[config.mk]
export PLATFORM = sky130hd
export DESIGN_NAME = input_conditioner
export DESIGN_NICKNAME = d
export VERILOG_FILES = /design/src/rtl/input_pkg.sv /design/src/rtl/coin_pulse.sv /design/src/rtl/input_conditioner.sv
export SDC_FILE = /design/constraint.sdc
export NUM_CORES = 1
export LEC_CHECK = 0
export BUFFER_PORTS_ARGS = -buffer_cell sky130_fd_sc_hd__buf_2
export CAP_MARGIN = 40
export CORE_ASPECT_RATIO = 1.75
export CORE_UTILIZATION = 62
export DETAILED_ROUTE_END_ITERATION = 8
export PLACE_DENSITY = 0.87
export SLEW_MARGIN = 15
export SYNTH_ARGS = -nofsm -noshare
export SYNTH_HDL_FRONTEND = slang
export SYNTH_SLANG_ARGS = --single-unit
[constraint.sdc]
create_clock -name clock -period 2.9 [get_ports clock]
set_input_delay 0.58 -clock clock [delete_from_list [all_inputs] [get_ports clock]]
set_output_delay 0.58 -clock clock [all_outputs]
set_load 0.02 [all_outputs]
[src/rtl/input_pkg.sv]
// Shared definitions for the input conditioner: player-word bit positions,
// PS/2 scan codes, the coin FSM state type and the direction-conflict filter.
package input_pkg;

    localparam int PLAYER_W  = 10;

    localparam int IDX_RIGHT = 0;
    localparam int IDX_LEFT  = 1;
    localparam int IDX_DOWN  = 2;
    localparam int IDX_UP    = 3;
    localparam int IDX_B1    = 4;
    localparam int IDX_B2    = 5;
    localparam int IDX_B3    = 6;
    localparam int IDX_START = 7;
    localparam int IDX_COIN  = 8;
    localparam int IDX_PAUSE = 9;

    localparam logic [7:0] SC_UP1     = 8'h75;
    localparam logic [7:0] SC_DOWN1   = 8'h72;
    localparam logic [7:0] SC_LEFT1   = 8'h6B;
    localparam logic [7:0] SC_RIGHT1  = 8'h74;
    localparam logic [7:0] SC_B1_1    = 8'h14;
    localparam logic [7:0] SC_B2_1    = 8'h11;
    localparam logic [7:0] SC_B3_1    = 8'h29;
    localparam logic [7:0] SC_START1  = 8'h16;
    localparam logic [7:0] SC_COIN1   = 8'h2E;
    localparam logic [7:0] SC_PAUSE1  = 8'h4D;
    localparam logic [7:0] SC_UP2     = 8'h2D;
    localparam logic [7:0] SC_DOWN2   = 8'h2B;
    localparam logic [7:0] SC_LEFT2   = 8'h23;
    localparam logic [7:0] SC_RIGHT2  = 8'h34;
    localparam logic [7:0] SC_B1_2    = 8'h1C;
    localparam logic [7:0] SC_B2_2    = 8'h1B;
    localparam logic [7:0] SC_B3_2    = 8'h15;
    localparam logic [7:0] SC_START2  = 8'h1E;
    localparam logic [7:0] SC_COIN2   = 8'h36;
    localparam logic [7:0] SC_SERVICE1 = 8'h46;
    localparam logic [7:0] SC_SERVICE2 = 8'h45;

    typedef enum logic [1:0] {
        IDLE,
        PULSE,
        GAP,
        WAIT_RELEASE
    } coin_state_t;

    // Opposing directions held together cancel; each axis is judged on its own.
    function automatic logic [PLAYER_W-1:0] filter_dirs(input logic [PLAYER_W-1:0] raw);
        logic [PLAYER_W-1:0] f;
        f = raw;
        if (raw[IDX_UP] && raw[IDX_DOWN]) begin
            f[IDX_UP]   = 1'b0;
            f[IDX_DOWN] = 1'b0;
        end
        if (raw[IDX_LEFT] && raw[IDX_RIGHT]) begin
            f[IDX_LEFT]  = 1'b0;
            f[IDX_RIGHT] = 1'b0;
        end
        return f;
    endfunction

endpackage

[src/rtl/coin_pulse.sv]
// Shapes a raw coin level into one fixed-width pulse followed by a lockout;
// a held coin yields a single pulse and must be released before the next.
module coin_pulse
    import input_pkg::*;
#(
    parameter int unsigned COIN_PULSE_CYCLES = 4_000_000,
    parameter int unsigned COIN_GAP_CYCLES   = 8_000_000
) (
    input  logic clock,
    input  logic reset,
    input  logic coin_in,
    output logic coin_out
);

    localparam int unsigned CNT_TOP = (COIN_PULSE_CYCLES > COIN_GAP_CYCLES) ?
                                      COIN_PULSE_CYCLES : COIN_GAP_CYCLES;
    localparam int CNT_W = $clog2(CNT_TOP + 1);
    localparam logic [CNT_W-1:0] CNT_MAX    = CNT_W'(CNT_TOP);
    localparam logic [CNT_W-1:0] PULSE_LAST = CNT_W'(COIN_PULSE_CYCLES - 1);
    localparam logic [CNT_W-1:0] GAP_LAST   = CNT_W'(COIN_GAP_CYCLES - 1);

    coin_state_t      state_q, state_d;
    logic [CNT_W-1:0] cnt_q, cnt_d;
    logic             coin_q, coin_d;
    logic             prev_q, prev_d;

    always_comb begin
        state_d = state_q;
        cnt_d   = (cnt_q == CNT_MAX) ? cnt_q : cnt_q + 1'b1;
        coin_d  = coin_q;
        prev_d  = coin_in;
        case (state_q)
            IDLE: begin
                if (coin_in && !prev_q) begin
                    state_d = PULSE;
                    cnt_d   = '0;
                    coin_d  = 1'b1;
                end
            end
            PULSE: begin
                if (cnt_q == PULSE_LAST) begin
                    state_d = GAP;
                    cnt_d   = '0;
                    coin_d  = 1'b0;
                end
            end
            GAP: begin
                if (cnt_q == GAP_LAST) begin
                    state_d = coin_in ? WAIT_RELEASE : IDLE;
                end
            end
            WAIT_RELEASE: begin
                if (!coin_in) begin
                    state_d = IDLE;
                end
            end
            default: state_d = IDLE;
        endcase
    end

    // Edge register resets high so a coin held through reset never fires.
    always_ff @(posedge clock) begin
        if (reset) begin
            state_q <= IDLE;
            cnt_q   <= '0;
            coin_q  <= 1'b0;
            prev_q  <= 1'b1;
        end else begin
            state_q <= state_d;
            cnt_q   <= cnt_d;
            coin_q  <= coin_d;
            prev_q  <= prev_d;
        end
    end

    assign coin_out = coin_q;

endmodule

[src/rtl/input_conditioner.sv]
// Merges PS/2 held-key state with HPS joystick words, filters direction
// conflicts, shapes coin pulses and provides a toggle or level pause.
module input_conditioner
    import input_pkg::*;
#(
    parameter int unsigned COIN_PULSE_CYCLES = 4_000_000,
    parameter int unsigned COIN_GAP_CYCLES   = 8_000_000,
    parameter int unsigned PAUSE_TOGGLE      = 1
) (
    input  logic                clock,
    input  logic                reset,
    input  logic [10:0]         ps2_key,
    input  logic [10:0]         joystick_0,
    input  logic [10:0]         joystick_1,
    output logic [PLAYER_W-1:0] player1,
    output logic [PLAYER_W-1:0] player2,
    output logic                service1,
    output logic                service2
);

    logic                tog_q, tog_d;
    logic [PLAYER_W-1:0] key1_q, key1_d;
    logic [PLAYER_W-1:0] key2_q, key2_d;
    logic [1:0]          svc_key_q, svc_key_d;
    logic [7:0]          out1_q, out1_d;
    logic [7:0]          out2_q, out2_d;
    logic [1:0]          svc_q, svc_d;
    logic [1:0]          pause_prev_q, pause_prev_d;
    logic [1:0]          pause_q, pause_d;

    logic                ps2_event;
    logic [PLAYER_W-1:0] raw1, raw2, filt1, filt2;
    logic [1:0]          pause_raw, pause_rise;
    logic                coin1, coin2;
    logic                unused_bits;

    assign unused_bits = ^{ps2_key[8], joystick_0[10], joystick_1[10]};

    always_comb begin
        ps2_event = ps2_key[10] ^ tog_q;
        tog_d     = ps2_key[10];
        key1_d    = key1_q;
        key2_d    = key2_q;
        svc_key_d = svc_key_q;
        if (ps2_event) begin
            case (ps2_key[7:0])
                SC_UP1:      key1_d[IDX_UP]    = ps2_key[9];
                SC_DOWN1:    key1_d[IDX_DOWN]  = ps2_key[9];
                SC_LEFT1:    key1_d[IDX_LEFT]  = ps2_key[9];
                SC_RIGHT1:   key1_d[IDX_RIGHT] = ps2_key[9];
                SC_B1_1:     key1_d[IDX_B1]    = ps2_key[9];
                SC_B2_1:     key1_d[IDX_B2]    = ps2_key[9];
                SC_B3_1:     key1_d[IDX_B3]    = ps2_key[9];
                SC_START1:   key1_d[IDX_START] = ps2_key[9];
                SC_COIN1:    key1_d[IDX_COIN]  = ps2_key[9];
                SC_PAUSE1:   key1_d[IDX_PAUSE] = ps2_key[9];
                SC_UP2:      key2_d[IDX_UP]    = ps2_key[9];
                SC_DOWN2:    key2_d[IDX_DOWN]  = ps2_key[9];
                SC_LEFT2:    key2_d[IDX_LEFT]  = ps2_key[9];
                SC_RIGHT2:   key2_d[IDX_RIGHT] = ps2_key[9];
                SC_B1_2:     key2_d[IDX_B1]    = ps2_key[9];
                SC_B2_2:     key2_d[IDX_B2]    = ps2_key[9];
                SC_B3_2:     key2_d[IDX_B3]    = ps2_key[9];
                SC_START2:   key2_d[IDX_START] = ps2_key[9];
                SC_COIN2:    key2_d[IDX_COIN]  = ps2_key[9];
                SC_SERVICE1: svc_key_d[0]      = ps2_key[9];
                SC_SERVICE2: svc_key_d[1]      = ps2_key[9];
                default:     ;
            endcase
        end

        raw1   = key1_q | joystick_0[PLAYER_W-1:0];
        raw2   = key2_q | joystick_1[PLAYER_W-1:0];
        filt1  = filter_dirs(raw1);
        filt2  = filter_dirs(raw2);
        out1_d = filt1[7:0];
        out2_d = filt2[7:0];
        svc_d  = svc_key_q;

        // Key and joystick pause are merged before edge detection.
        pause_raw    = {raw2[IDX_PAUSE], raw1[IDX_PAUSE]};
        pause_rise   = pause_raw & ~pause_prev_q;
        pause_prev_d = pause_raw;
        pause_d      = (PAUSE_TOGGLE != 0) ? (pause_q ^ pause_rise) : pause_raw;
    end

    always_ff @(posedge clock) begin
        tog_q <= tog_d;
        if (reset) begin
            key1_q       <= '0;
            key2_q       <= '0;
            svc_key_q    <= '0;
            out1_q       <= '0;
            out2_q       <= '0;
            svc_q        <= '0;
            pause_prev_q <= 2'b11;
            pause_q      <= '0;
        end else begin
            key1_q       <= key1_d;
            key2_q       <= key2_d;
            svc_key_q    <= svc_key_d;
            out1_q       <= out1_d;
            out2_q       <= out2_d;
            svc_q        <= svc_d;
            pause_prev_q <= pause_prev_d;
            pause_q      <= pause_d;
        end
    end

    coin_pulse #(
        .COIN_PULSE_CYCLES(COIN_PULSE_CYCLES),
        .COIN_GAP_CYCLES  (COIN_GAP_CYCLES)
    ) u_coin1 (
        .clock   (clock),
        .reset   (reset),
        .coin_in (raw1[IDX_COIN]),
        .coin_out(coin1)
    );

    coin_pulse #(
        .COIN_PULSE_CYCLES(COIN_PULSE_CYCLES),
        .COIN_GAP_CYCLES  (COIN_GAP_CYCLES)
    ) u_coin2 (
        .clock   (clock),
        .reset   (reset),
        .coin_in (raw2[IDX_COIN]),
        .coin_out(coin2)
    );

    assign player1  = {pause_q[0], coin1, out1_q};
    assign player2  = {pause_q[1], coin2, out2_q};
    assign service1 = svc_q[0];
    assign service2 = svc_q[1];

endmodule

# Word-level counts from Yosys, hierarchy flattened
# Cells that the tools add are included.
[classes]
add_sub_neg = 2
mul = 0
div = 0
order_cmp = 0
eq_ne = 41
n_shift = 0
muxes = 26
bitwise = 6
n_reduce_logical = 41
[op_table]
columns = ["operator", "n"]
rows = [
  ["$mux W23", 6],
  ["$eq A23 B23 Y1 const B", 4],
  ["$pmux W23 S2", 2],
  ["$eq A8 B5 Y1 const B", 7],
  ["$eq A8 B6 Y1 const B", 7],
  ["$eq A8 B7 Y1 const B", 7],
  ["$add A23 B1 Y23 const B", 2],
  ["$eq A23 B22 Y1 const B", 2],
  ["$reduce_and A2 Y1", 21],
  ["$mux W2", 10],
  ["$pmux W2 S4", 2],
  ["$ne A2 B1 Y1 const B", 6],
  ["$or A10 B10 Y10", 1],
  ["$or A9 B10 Y10", 1],
  ["$eq A2 B2 Y1 const B", 4],
  ["$reduce_and A4 Y1", 2],
  ["$reduce_or A2 Y1", 4],
  ["$logic_and A1 B1 Y1", 6],
  ["$reduce_and A3 Y1", 2],
  ["$eq A2 B1 Y1 const B", 2],
  ["$logic_not A2 Y1", 2],
  ["$mux W1", 4],
  ["$ne A2 B2 Y1 const B", 2],
  ["$pmux W1 S2", 2],
  ["6 further kinds", 8],
]
[totals]
ff_bits = 98
latchBits = 0
ramBits = 0
romBits = 0
in_bits = 35
output_inout_bits = 22
memories = 0

# Logic depth before layout (Yosys ltp)
[depth]
word_depth = 4
mapped_depth = 7
ltp_nobuf = 7

# Modules after synthesis
# A second synthesis with hierarchy kept.
[hier_totals]
cells_unflattened = 485
hier_area_um2 = 4585.6
[by_module_without_submodules]
columns = ["mod", "n_inst", "cells_each", "area_each_um2", "seq_area_each_um2"]
rows = [
  ["input_conditioner", 1, 184, 1863.0, 880.8],
  ["coin_pulse at u_coin1", 1, 151, 1397.6, 540.5],
  ["coin_pulse at u_coin2", 1, 150, 1325.0, 540.5],
]

# Worst setup path before layout
# No wires, ideal clock.
[synth_timing]
path_type = "register -> register"
start = "register u_coin1.cnt_q[1]"
end = "register u_coin1.cnt_q[22]"
setup_ns = 0.114
t_arrival_ns = 1.840
required_ns = 2.786
path_slack_ns = 0.945
path_stages_with_launch = 8
n_path_buf = 1
path_cell_list = "dfxtp_1 > ha_1 > clkbuf_2 > nand4_1 > nor4_4 > or3b_2 > xor2_1 > nor2_1"
[synth_between]
elab_chain_cells = 4
word_cells_on_any_way = 7
classes_between = "1 x add/sub; 2 x eq/ne; 4 x mux"
[synth_rtl]
columns = ["element", "line_no", "rtl"]
rows = [
  ["start: declaration", "coin_pulse.sv:23", "logic [CNT_W-1:0] cnt_q, cnt_d;"],
  ["start signal: assignment", "coin_pulse.sv:70", "cnt_q <= cnt_d;"],
  ["$add A23 B1 Y23 or $eq A23 B23 Y1 (tied branches)", "coin_pulse.sv:29", "cnt_d = (cnt_q == CNT_MAX) ? cnt_q : cnt_q + 1'b1;"],
  ["$mux W23", "coin_pulse.sv:29", ""],
  ["$mux W23, on equally long branches", "coin_pulse.sv:41, coin_pulse.sv:34", ""],
  ["$pmux W23 S2 *", "coin_pulse.sv:32", "case (state_q)"],
]
# Every way passes the cells marked *; elsewhere a longest branch is shown, timed or not.
# A chain may end at the register's enable or synchronous reset.

# Worst setup path after layout
# Ends and elaborated chain as after synthesis.

==> flow_summary.toml <==
[run_status]
outcome = "completed"

[clock_tree]
clock_path_buffers = 2
numCtsBuffers = 9
cts_root_buffer = "clkbuf_16"
cts_num_sinks = 98
cts_tree = "done"
hold_buffers = 0
htreeDepth = 3
cts_setup_buffers = 0
clk_latency_ns = 0.35
path_clk_slew_ns = 0.07
post_cts_resized = 0

[setup_path]
path_cells = "ha_1 -> nand4_1 -> nor4_4 -> or3b_2 -> xor2_1 -> nor2_1"
critPathMaxStageDelay_ns = 0.49
cpLargestDelayFamily = "simple AND/OR/NAND/NOR gates"
path_class = "reg -> reg"
reg2reg_depth = 6
cp-start-kind = "flip-flop"
critPathLaunch = "u_coin1.cnt_q[1]"
critPathRequiredTime_ns = 3.13
crit_arrival_ns = 2.43
worstPathMaxFanout = 8
cp-end-kind = "flip-flop"
r2r_end = "u_coin1.cnt_q[22]"
cp.depth = 6
r2r-start = "u_coin1.cnt_q[1]"
worst-path-buf-inv = 0
r2r_setup_slack_ns = 0.70
critPathCapture = "u_coin1.cnt_q[22]"
slowest_stage = "or3b_2"

[synthesis]
synth_top_family_by_area = "simple AND/OR/NAND/NOR gates"
yosys.area.top_type = "dfxtp_1"
ys_ff_latch = 98
ys_seq_area_share_pct = 45.27
synth-simple-area-share_pct = 31.41
synth_xor_area_share_pct = 9.296
synth-compound-area-share_pct = 5.167
post_synth_mux_area_share_pct = 3.926
synthesis.nets = 530
synth_edf_count = 0
synth_top_area_share_pct = 45.27
postSynth.asyncResetShare_pct = 0
yosysWarnings = 0
netlist_area_mm2 = 0.004334
synth_ff_type = "dfxtp_1"
postSynthCellCount = 491
yosysUniqueCellTypes = 50
synth.area.top_cells = "dfxtp_1, nor2_1, xnor2_1"
synth.avg_cell_area_um2 = 8.827
synth_fa_ha_area_share_pct = 1.155

[worst_hold_path]
hold_path_class = "in -> reg"
hold_path.startpoint = "ps2_key[10]"

[timing]
slew_violations = 0
timing_hold_violations_final = 0
rsz0062_at_grt = "false"
relSlewSlack_pct = 49.49
tightest_slew_ns = 0.7472
period_minus_slack_ns = 2.202
setup_tns_ns = 0
finalCritPeriodShare_pct = 75.93
whs_ns = 0.3840
clock_skew_ns = 0.005618
finalSetupViolations = 0
max_freq_ghz = 0.4542

[detailed_routing]
top_layer_used = "met4"
wl_per_cell_um = 14.57
drt-initial-drc-count = 164
routed_wl_mm = 9.105
route.met3.wl_um = 274
remaining_drc_errors = 0
ant_nets = 0
first_pass_iters = 4
wl_met1_mm = 3.508
wl_met2_mm = 5.140
vias = 3574
routed_via_density = 5.718

[power_and_ir_drop]
p_int_uw = 2130
p_sw_uw = 645.1
power_density_mw_per_mm2 = 564.8
ir_drop_mv = 0.4499
clkPwrFrac_pct = 43.6
switching_share_pct = 23.25
fin_total_pwr_uw = 2775
seqPwrFrac_pct = 50.2
combPwrFrac_pct = 6.2
p_leak_uw = 0.001937

[floorplan]
die_x_um = 65.20
die_h_um = 112.6
num_rows = 40
io_pins = 57
core_area_mm2 = 0.006807
die_area_mm2 = 0.007342
start_util_pct = 63.68

[placed_design]
port_buffers = 53
place_congestion = 0.8642
dp_hpwl_mm = 6.309
placed_area_mm2 = 0.004608

[finish]
syn2layout_area_growth_pct = 13.37
fin_nets = 575
multi_input_area_mm2 = 0.002208
diodes = 0
final_cell_area_mm2 = 0.004913
utilization_pct = 72.19
fillers = 519
seq_area_mm2 = 0.001962
drive_above_1_share_pct = 14.79

[grt]
grt_max_degree = 38
antenna_found_initial = 0
grt_pass1_wl_mm = 15.24
grt_usage_pct = 26.51
grt_overflow_total = 0
grt_pass1_vias = 3504

[run]
maxCapViolations = 0
## kinds of logic after synthesis
group,count (synthesis)
compound gates,34
xor+xnor,46
fa+ha+maj,4
buf+inv,34
flops,98
mux,17
simple gates,258
## flip-flops by register name, summed over array words and instances (netlist names)
name              cells
pause_prev_q          2
u_coin1.coin_out      1
u_coin2.coin_out      1
key2_q                9
svc_d                 2
svc_q                 2
u_coin2.cnt_q        23
u_coin2.state_q       2
pause_q               2
u_coin2.prev_q        1
u_coin1.state_q       2
key1_q               10
out2_q                8
out1_q                8
tog_q                 1
u_coin1.cnt_q        23
u_coin1.prev_q        1
## through the flow
step | setup slack (ns) | cells
after floorplan | 0.9454 | 491
after global placement | 0.7435 | 609
after detailed placement | 0.7131 | 609
after CTS | 0.6866 | 625
after global routing | 0.5506 | 625
final | 0.6981 | 625
## synth_stat cells, types with 5 or more instances
cell type / instances
clkbuf_1: 10
nand3_1: 27
nand4_1: 22
xnor2_1: 25
and4_1: 8
nor2b_1: 8
dfxtp_1: 98
xor2_1: 21
nor2_1: 104
nor4_1: 7
a21oi_1: 13
nand2_1: 26
inv_1: 12
o21ai_0: 8
nor3_1: 15
mux2i_1: 17
nor4b_1: 5
and3_1: 6
## cell usage in the layout, fill, tap and decap left out, drive strengths merged, types with 2 or more instances in the layout
master,synthesis,final
a211oi,2,2
a21oi,13,13
and2,2,2
and3,6,6
and4,8,8
and4b,4,4
buf,11,56
clkbuf,11,10
clkinv,0,2
clkinvlp,0,3
dfxtp,98,98
ha,4,4
inv,12,12
mux2i,17,17
nand2,26,26
nand2b,2,2
nand3,27,27
nand4,23,23
nand4b,3,3
nor2,104,104
nor2b,8,8
nor3,15,15
nor3b,3,3
nor4,9,9
nor4b,5,5
nor4bb,2,2
o21ai,8,8
o21bai,2,2
or2,2,2
or3,4,4
or3b,2,2
xnor2,25,25
xor2,21,21
## final cells by class
class | count | area share (%)
Clock inverter | 6 | 1.350
Timing Repair Buffer | 56 | 5.857
Sequential cell | 98 | 39.93
Clock buffer | 10 | 4.864
Tap cell | 84 | 2.139
Multi-Input combinational cell | 359 | 44.95
Inverter | 12 | 0.9167
## power by group through the flow
stage	Combinational (uW)	Clock, uW	Sequential (uW)
after global placement	165	0	1420
after detailed placement	171	0	1420
after global routing	189	1270	1400
after CTS	173	1210	1390
after floorplan	102	0	1430
final	173	1210	1390
## how the worst min path moves through the flow
| stage | cells after the start | endpoint | slack (ns) |
|---|---|---|---|
| after CTS | 1 | tog_q | 0.38 |
| final | 1 | tog_q | 0.38 |
| after global routing | 1 | tog_q | 0.38 |
| after global placement | 1 | out2_q[2] | 0.43 |
| after floorplan | 1 | out1_q[0] | 0.42 |
| after detailed placement | 1 | out2_q[2] | 0.44 |
## routing by layer
| metal | vias up | track usage, % |
|---|---|---|
| li1 | 1789 | - |
| met1 | 1717 | 25.98 |
| met2 | 54 | 50.03 |
| met3 | 14 | 5.691 |
| met4 | 0 | 13.04 |
| met5 | - | 0 |
(Power assumes the default switching activity.)
